### src/rtl/pwm_sinc2_demodulator.sv
// PWM-to-PCM receiver: measures the high time of each PWM period and
// decimates the resulting pulse widths through a sinc^2 (order-2 CIC) filter.
module pwm_sinc2_demodulator #(
  parameter int PWM_BITS       = 7,
  parameter int MAX_LOG2_DECIM = 4
) (
  input  logic                                  clk,
  input  logic                                  reset,
  input  logic                                  pwm_in,
  input  logic                                  sync,
  input  logic [PWM_BITS-1:0]                   period_max,
  input  logic [2:0]                            log2_decim,
  input  logic                                  clear,
  output logic [PWM_BITS+2*MAX_LOG2_DECIM:0]    y,
  output logic                                  y_valid,
  input  logic                                  y_ready,
  output logic                                  overrun,
  input  logic                                  clear_overrun,
  output logic [PWM_BITS:0]                     w_out
);
  localparam int W_BITS   = PWM_BITS + 1;
  localparam int ACC_BITS = W_BITS + 2 * MAX_LOG2_DECIM;
  localparam int DCNT_W   = MAX_LOG2_DECIM + 1;

  logic [PWM_BITS-1:0] r_pcnt;
  logic [W_BITS-1:0]   r_hcnt;
  logic [W_BITS-1:0]   r_w_p1;
  logic                r_wvld_p1;
  logic [ACC_BITS-1:0] r_i1, r_i2, r_i2_prev, r_c1_prev;
  logic [DCNT_W-1:0]   r_dcnt;
  logic [ACC_BITS-1:0] r_y_p2;
  logic                r_yvld_p2;
  logic                r_ovr;

  logic [7:0]          w_l2c;
  logic [DCNT_W-1:0]   w_rmask;
  logic                w_end;
  logic [ACC_BITS-1:0] w_wext, w_i1n, w_i2n, w_c1, w_c2;
  logic                w_dump;
  logic                w_ovr_evt;

  // Rescale the comb output so full scale is independent of the chosen R.
  function automatic logic [ACC_BITS-1:0] normalize(input logic [ACC_BITS-1:0] c,
                                                     input logic [7:0] l2c);
    int sh;
    sh = 2 * (MAX_LOG2_DECIM - int'(l2c));
    return c << sh;
  endfunction

  always_comb begin
    w_l2c = ({5'd0, log2_decim} > 8'(MAX_LOG2_DECIM)) ? 8'(MAX_LOG2_DECIM)
                                                       : {5'd0, log2_decim};
    w_rmask   = DCNT_W'((32'd1 << w_l2c) - 32'd1);
    w_end     = (r_pcnt == period_max) && !sync;
    w_wext    = ACC_BITS'(r_w_p1);
    w_i1n     = r_i1 + w_wext;
    w_i2n     = r_i2 + w_i1n;
    w_c1      = w_i2n - r_i2_prev;
    w_c2      = w_c1 - r_c1_prev;
    w_dump    = r_wvld_p1 && !clear && (r_dcnt == w_rmask);
    w_ovr_evt = w_dump && r_yvld_p2 && !y_ready;
  end

  // Stage 0 -> p1: period and high-time measurement
  always_ff @(posedge clk) begin
    if (reset) begin
      r_pcnt    <= '0;
      r_hcnt    <= '0;
      r_w_p1    <= '0;
      r_wvld_p1 <= 1'b0;
    end else begin
      r_wvld_p1 <= w_end;
      if (sync) begin
        r_pcnt <= '0;
        r_hcnt <= '0;
      end else if (w_end) begin
        r_pcnt <= '0;
        r_hcnt <= '0;
        r_w_p1 <= r_hcnt + W_BITS'(pwm_in);
      end else begin
        r_pcnt <= r_pcnt + PWM_BITS'(1);
        r_hcnt <= r_hcnt + W_BITS'(pwm_in);
      end
    end
  end

  // Stage p1: integrators and decimating combs (modular arithmetic wraps safely)
  always_ff @(posedge clk) begin
    if (reset || clear) begin
      r_i1      <= '0;
      r_i2      <= '0;
      r_i2_prev <= '0;
      r_c1_prev <= '0;
      r_dcnt    <= '0;
    end else if (r_wvld_p1) begin
      r_i1   <= w_i1n;
      r_i2   <= w_i2n;
      r_dcnt <= w_dump ? '0 : r_dcnt + DCNT_W'(1);
      if (w_dump) begin
        r_i2_prev <= w_i2n;
        r_c1_prev <= w_c1;
      end
    end
  end

  // Stage p2: output register, handshake and sticky overrun
  always_ff @(posedge clk) begin
    if (reset || clear) begin
      r_y_p2    <= '0;
      r_yvld_p2 <= 1'b0;
      r_ovr     <= 1'b0;
    end else begin
      if (w_dump) begin
        r_y_p2    <= normalize(w_c2, w_l2c);
        r_yvld_p2 <= 1'b1;
      end else if (r_yvld_p2 && y_ready) begin
        r_yvld_p2 <= 1'b0;
      end
      if (w_ovr_evt)
        r_ovr <= 1'b1;
      else if (clear_overrun)
        r_ovr <= 1'b0;
    end
  end

  assign y       = r_y_p2;
  assign y_valid = r_yvld_p2;
  assign overrun = r_ovr;
  assign w_out   = r_w_p1;

endmodule

### config.mk
export PLATFORM = sky130hd
export DESIGN_NAME = pwm_sinc2_demodulator
export DESIGN_NICKNAME = d
export VERILOG_FILES = /design/src/rtl/pwm_sinc2_demodulator.sv
export SDC_FILE = /design/constraint.sdc
export NUM_CORES = 1
export LEC_CHECK = 0
export CAP_MARGIN = 20
export CORE_ASPECT_RATIO = 0.9
export CORE_MARGIN = 4
export CORE_UTILIZATION = 50
export CTS_CLUSTER_SIZE = 40
export DETAILED_ROUTE_END_ITERATION = 10
export HOLD_SLACK_MARGIN = 0.12
export PLACE_DENSITY = 0.74
export SETUP_SLACK_MARGIN = 0.05
export SYNTH_ARGS = -nofsm -noshare
export SYNTH_HDL_FRONTEND = slang
export SYNTH_SLANG_ARGS = --single-unit
export TNS_END_PERCENT = 20
### constraint.sdc
create_clock -name clk -period 6.7 [get_ports clk]
set_clock_uncertainty 0.15 [all_clocks]
set_input_delay 1.005 -clock clk [delete_from_list [all_inputs] [get_ports clk]]
set_output_delay 1.005 -clock clk [all_outputs]
set_load 0.05 [all_outputs]
==> impl_results.md <==
- Slowest CP cell: fa_1
- Iteration-0 DRC Markers: 402
- # clock sinks: 111
- Initial antenna violation count: 0
- R2R depth: 28
- Remaining antenna violation count after routing: 0
- Synth area leader: dfxtp_1
- Hold WS: 0.3045 ns
- Crit-path max FO: 6
- CTS buffer count: 9
- Top post-synthesis cells by count: 111 x dfxtp_1, 106 x nor2_1, 85 x nand2_1
- Die area: 0.01637 mm2
- # port buffers: 42
- Fmax: around 160 MHz
- Worst R2R Start: w_out[0]$_SDFFE_PP0P_
- Synth Warn #: 0
- CTS tree: yes
- Top_reg_cell synth: dfxtp_1
- Longest Clk Path Bufs: 2
- Wirelength per Cell: between 10 and 15 um
- Gp weighted congestion: 0.8282
- Placed Area: 0.007770 mm2
- DRC viols: 0
- Setup WS pre-CTS: 0.2300 ns
- Height of the die: 121.8 um
- Most used cell, CP: a21oi_1
- Min Tclk post-route: 6.376 ns
- Share of cells above drive strength 1: under 10%
- Worst Hold Class: reg2reg
- H-Tree Depth: 3
- Leak: about 3.2 nW
- Worst setup margin: 0.3236 ns
- CP Data Arrival Time: 6.53 ns
- Top post-synthesis cells by area: dfxtp_1 31%, ha_1 11%, nor2_1 5.5%
- Vias in the first global route: 5,719
- Top cell type's share of synthesized area: a little over 30%
- Critical Path Start Type: flop
- Total track usage: 19.45%
- Clock root cell: clkbuf_16
- CP Capture Type: flop
- Slew Limit Fails: 0
- Status: finished clean
- Antenna fix cells: 0
- MaxCap Viol Count: 0
- Row cnt: 41
- I/O pin total: 43
- Netlist cell types: 60
- Die width: 134.4 um
- Hold path depth: 2
- Final setup viols: 0
- Ratio of final minimum period to clock period: 95.17%
- Fraction of registers with async set or reset after synthesis: 0%
- Nets: 998
- Slew Limit Headroom: 32.87%
- CTS clk-pin slew, worst paths: 0.08 ns
- Initial core utilization: 51.18%
- CP required: 6.86 ns
- Vias: 6,108
- EDFF count, synth: 0
- Final WL: between 15,000 and 20,000 um
- Slowest Stage Delay on Critical Path: 0.41 ns
- Largest net degree at the start of global routing: 74
- Global-route wire length before repair: 26,490 um
- Syn avg cell area: 8.055 um2
- Crit Path Category: reg2reg
- Pre-antenna DRT Iters: 5
- Hold Crit Start: r_i2_prev[13]$_SDFFE_PP0P_
- Core area: 0.01406 mm2
- Vias/cell: approximately 5.5
- Power density cells: 163.1 mW/mm2
- Reg-to-Reg End: y[15]$_SDFFE_PP0P_
- Sequential-to-total area share from yosys stat: a little under a third
- Syn Inst Count: ~890
- R2r setup slk: 0.32 ns
- Post-DP HPWL: 11,320 um
- Yosys reg bits: 111
- Design area: 0.008153 mm2
- Net Count, Synth: 975
- Slew @ Worst Pin: 0.9977 ns
- Area Overhead vs Synth: 13.34%
- Final Hold Viols: 0
- Peak supply drop: 0.1439 mV
- Gr ovfl total: 0
- Cell area after synthesis: 0.007193 mm2
- Clock latency on the worst-skew pair: 0.36 ns
- Top-count cell post-synth: dfxtp_1
- WHS Endpoint: r_i2_prev[13]$_SDFFE_PP0P_
==> layout by cell type (no fill, tap or decap), types with 7 or more instances in the layout <==
master and n:
nor4_1 7, nor2b_1 10, a211oi_1 9, nor2_1 106, ha_1 58, clkdlybuf4s50_1 42, buf_4 7, nor3_1 12
dfxtp_1 110, nand3_1 34, nand2b_1 8, a21o_1 16, or3_1 9, and2_1 11, a21oi_1 71, clkbuf_16 9
mux2i_1 33, and3_1 13, nand2_1 85, nand4_1 7, o21a_1 12, o21ai_0 29, a31oi_1 10, inv_1 51
xnor2_1 41, xor2_1 31
==> final cells by class <==
cell class	count	area, um2
fill	1328	5903
multi-input combinational	694	4717
sequential	111	2223
timing repair buffer	49	473.0
clock buffer	11	242.7
tap	193	241.5
inverter	51	191.4
clock inverter	5	63.81
==> cells by family after synthesis <==
family | after synthesis | synth area share [%]
buffers and inverters | 88 | 4.592
multiplexers | 36 | 5.218
AO/OA/AOI/OAI | 205 | 18.46
AND/OR/NAND/NOR | 313 | 19.99
XOR/XNOR | 75 | 9.132
adder cells (fa/ha/maj) | 65 | 11.72
flip-flops | 111 | 30.89
==> how the worst max path moves through the flow <==
stage / start / to / cells past startpoint
6_report: w_out[0]$_SDFFE_PP0P_ / y[15]$_SDFFE_PP0P_ / 28
5_1_grt: w_out[0]$_SDFFE_PP0P_ / y[15]$_SDFFE_PP0P_ / 28
4_1_cts: w_out[0]$_SDFFE_PP0P_ / y[15]$_SDFFE_PP0P_ / 28
3_5_place_dp: w_out[0]$_SDFFE_PP0P_ / y[15]$_SDFFE_PP0P_ / 28
3_3_place_gp: w_out[0]$_SDFFE_PP0P_ / y[15]$_SDFFE_PP0P_ / 28
2_1_floorplan: w_out[0]$_SDFFE_PP0P_ / y[15]$_SDFFE_PP0P_ / 28
==> report_power, final <==
part           switching, mW  total [mW]  leakage (nW)  internal (mW)
clock                  0.260       0.564         0.147          0.304
combinational         0.0619       0.104          2.18         0.0425
sequential          0.000930       0.661         0.895          0.660
==> registers in the layout, summed over array words and instances (netlist names), 5 cells and up <==
register / cells
r_c1_prev: 16
r_dcnt: 5
r_hcnt: 8
r_i1: 16
r_i2: 16
r_i2_prev: 16
r_pcnt: 7
w_out: 8
y: 16
==> worst max-delay path, delay by kind of cell, from the launching register on <==
kind                     cells  cell delay (ns)
AO/OA/AOI/OAI               12             2.47
adder cells (fa/ha/maj)      5             1.78
AND/OR/NAND/NOR              7             1.09
XOR/XNOR                     4             0.53
flip-flops                   1             0.33
==> per-layer routing <==
layer	GRT usage [%]	part of all wire [%]	vias to the layer above
li1	-	-	3169
met1	26.40	49	2817
met2	31.66	45	102
met3	4.500	4.2	20
met4	4.580	1.1	0
met5	0	0	-
==> through the flow <==
stage	util (%)	std cells	TNS, ns	total power, mW
CTS	57.46	1113	0	1.341
finish	58.00	1114	0	1.330
global route	58.00	1114	-0.03247	1.377
floorplan	-	893	0	0.7499
global placement	55.28	1097	0	0.7779
detailed placement	55.28	1097	0	0.7793
==> what timing repair did <==
item / CTS / global route
setup endpoints to repair: 0 / 3
hold buffers: 0 / 0
gates resized for setup: 0 / 15
buffers inserted: 0 / 1
Note: power is estimated with default switching activity, not from simulation.
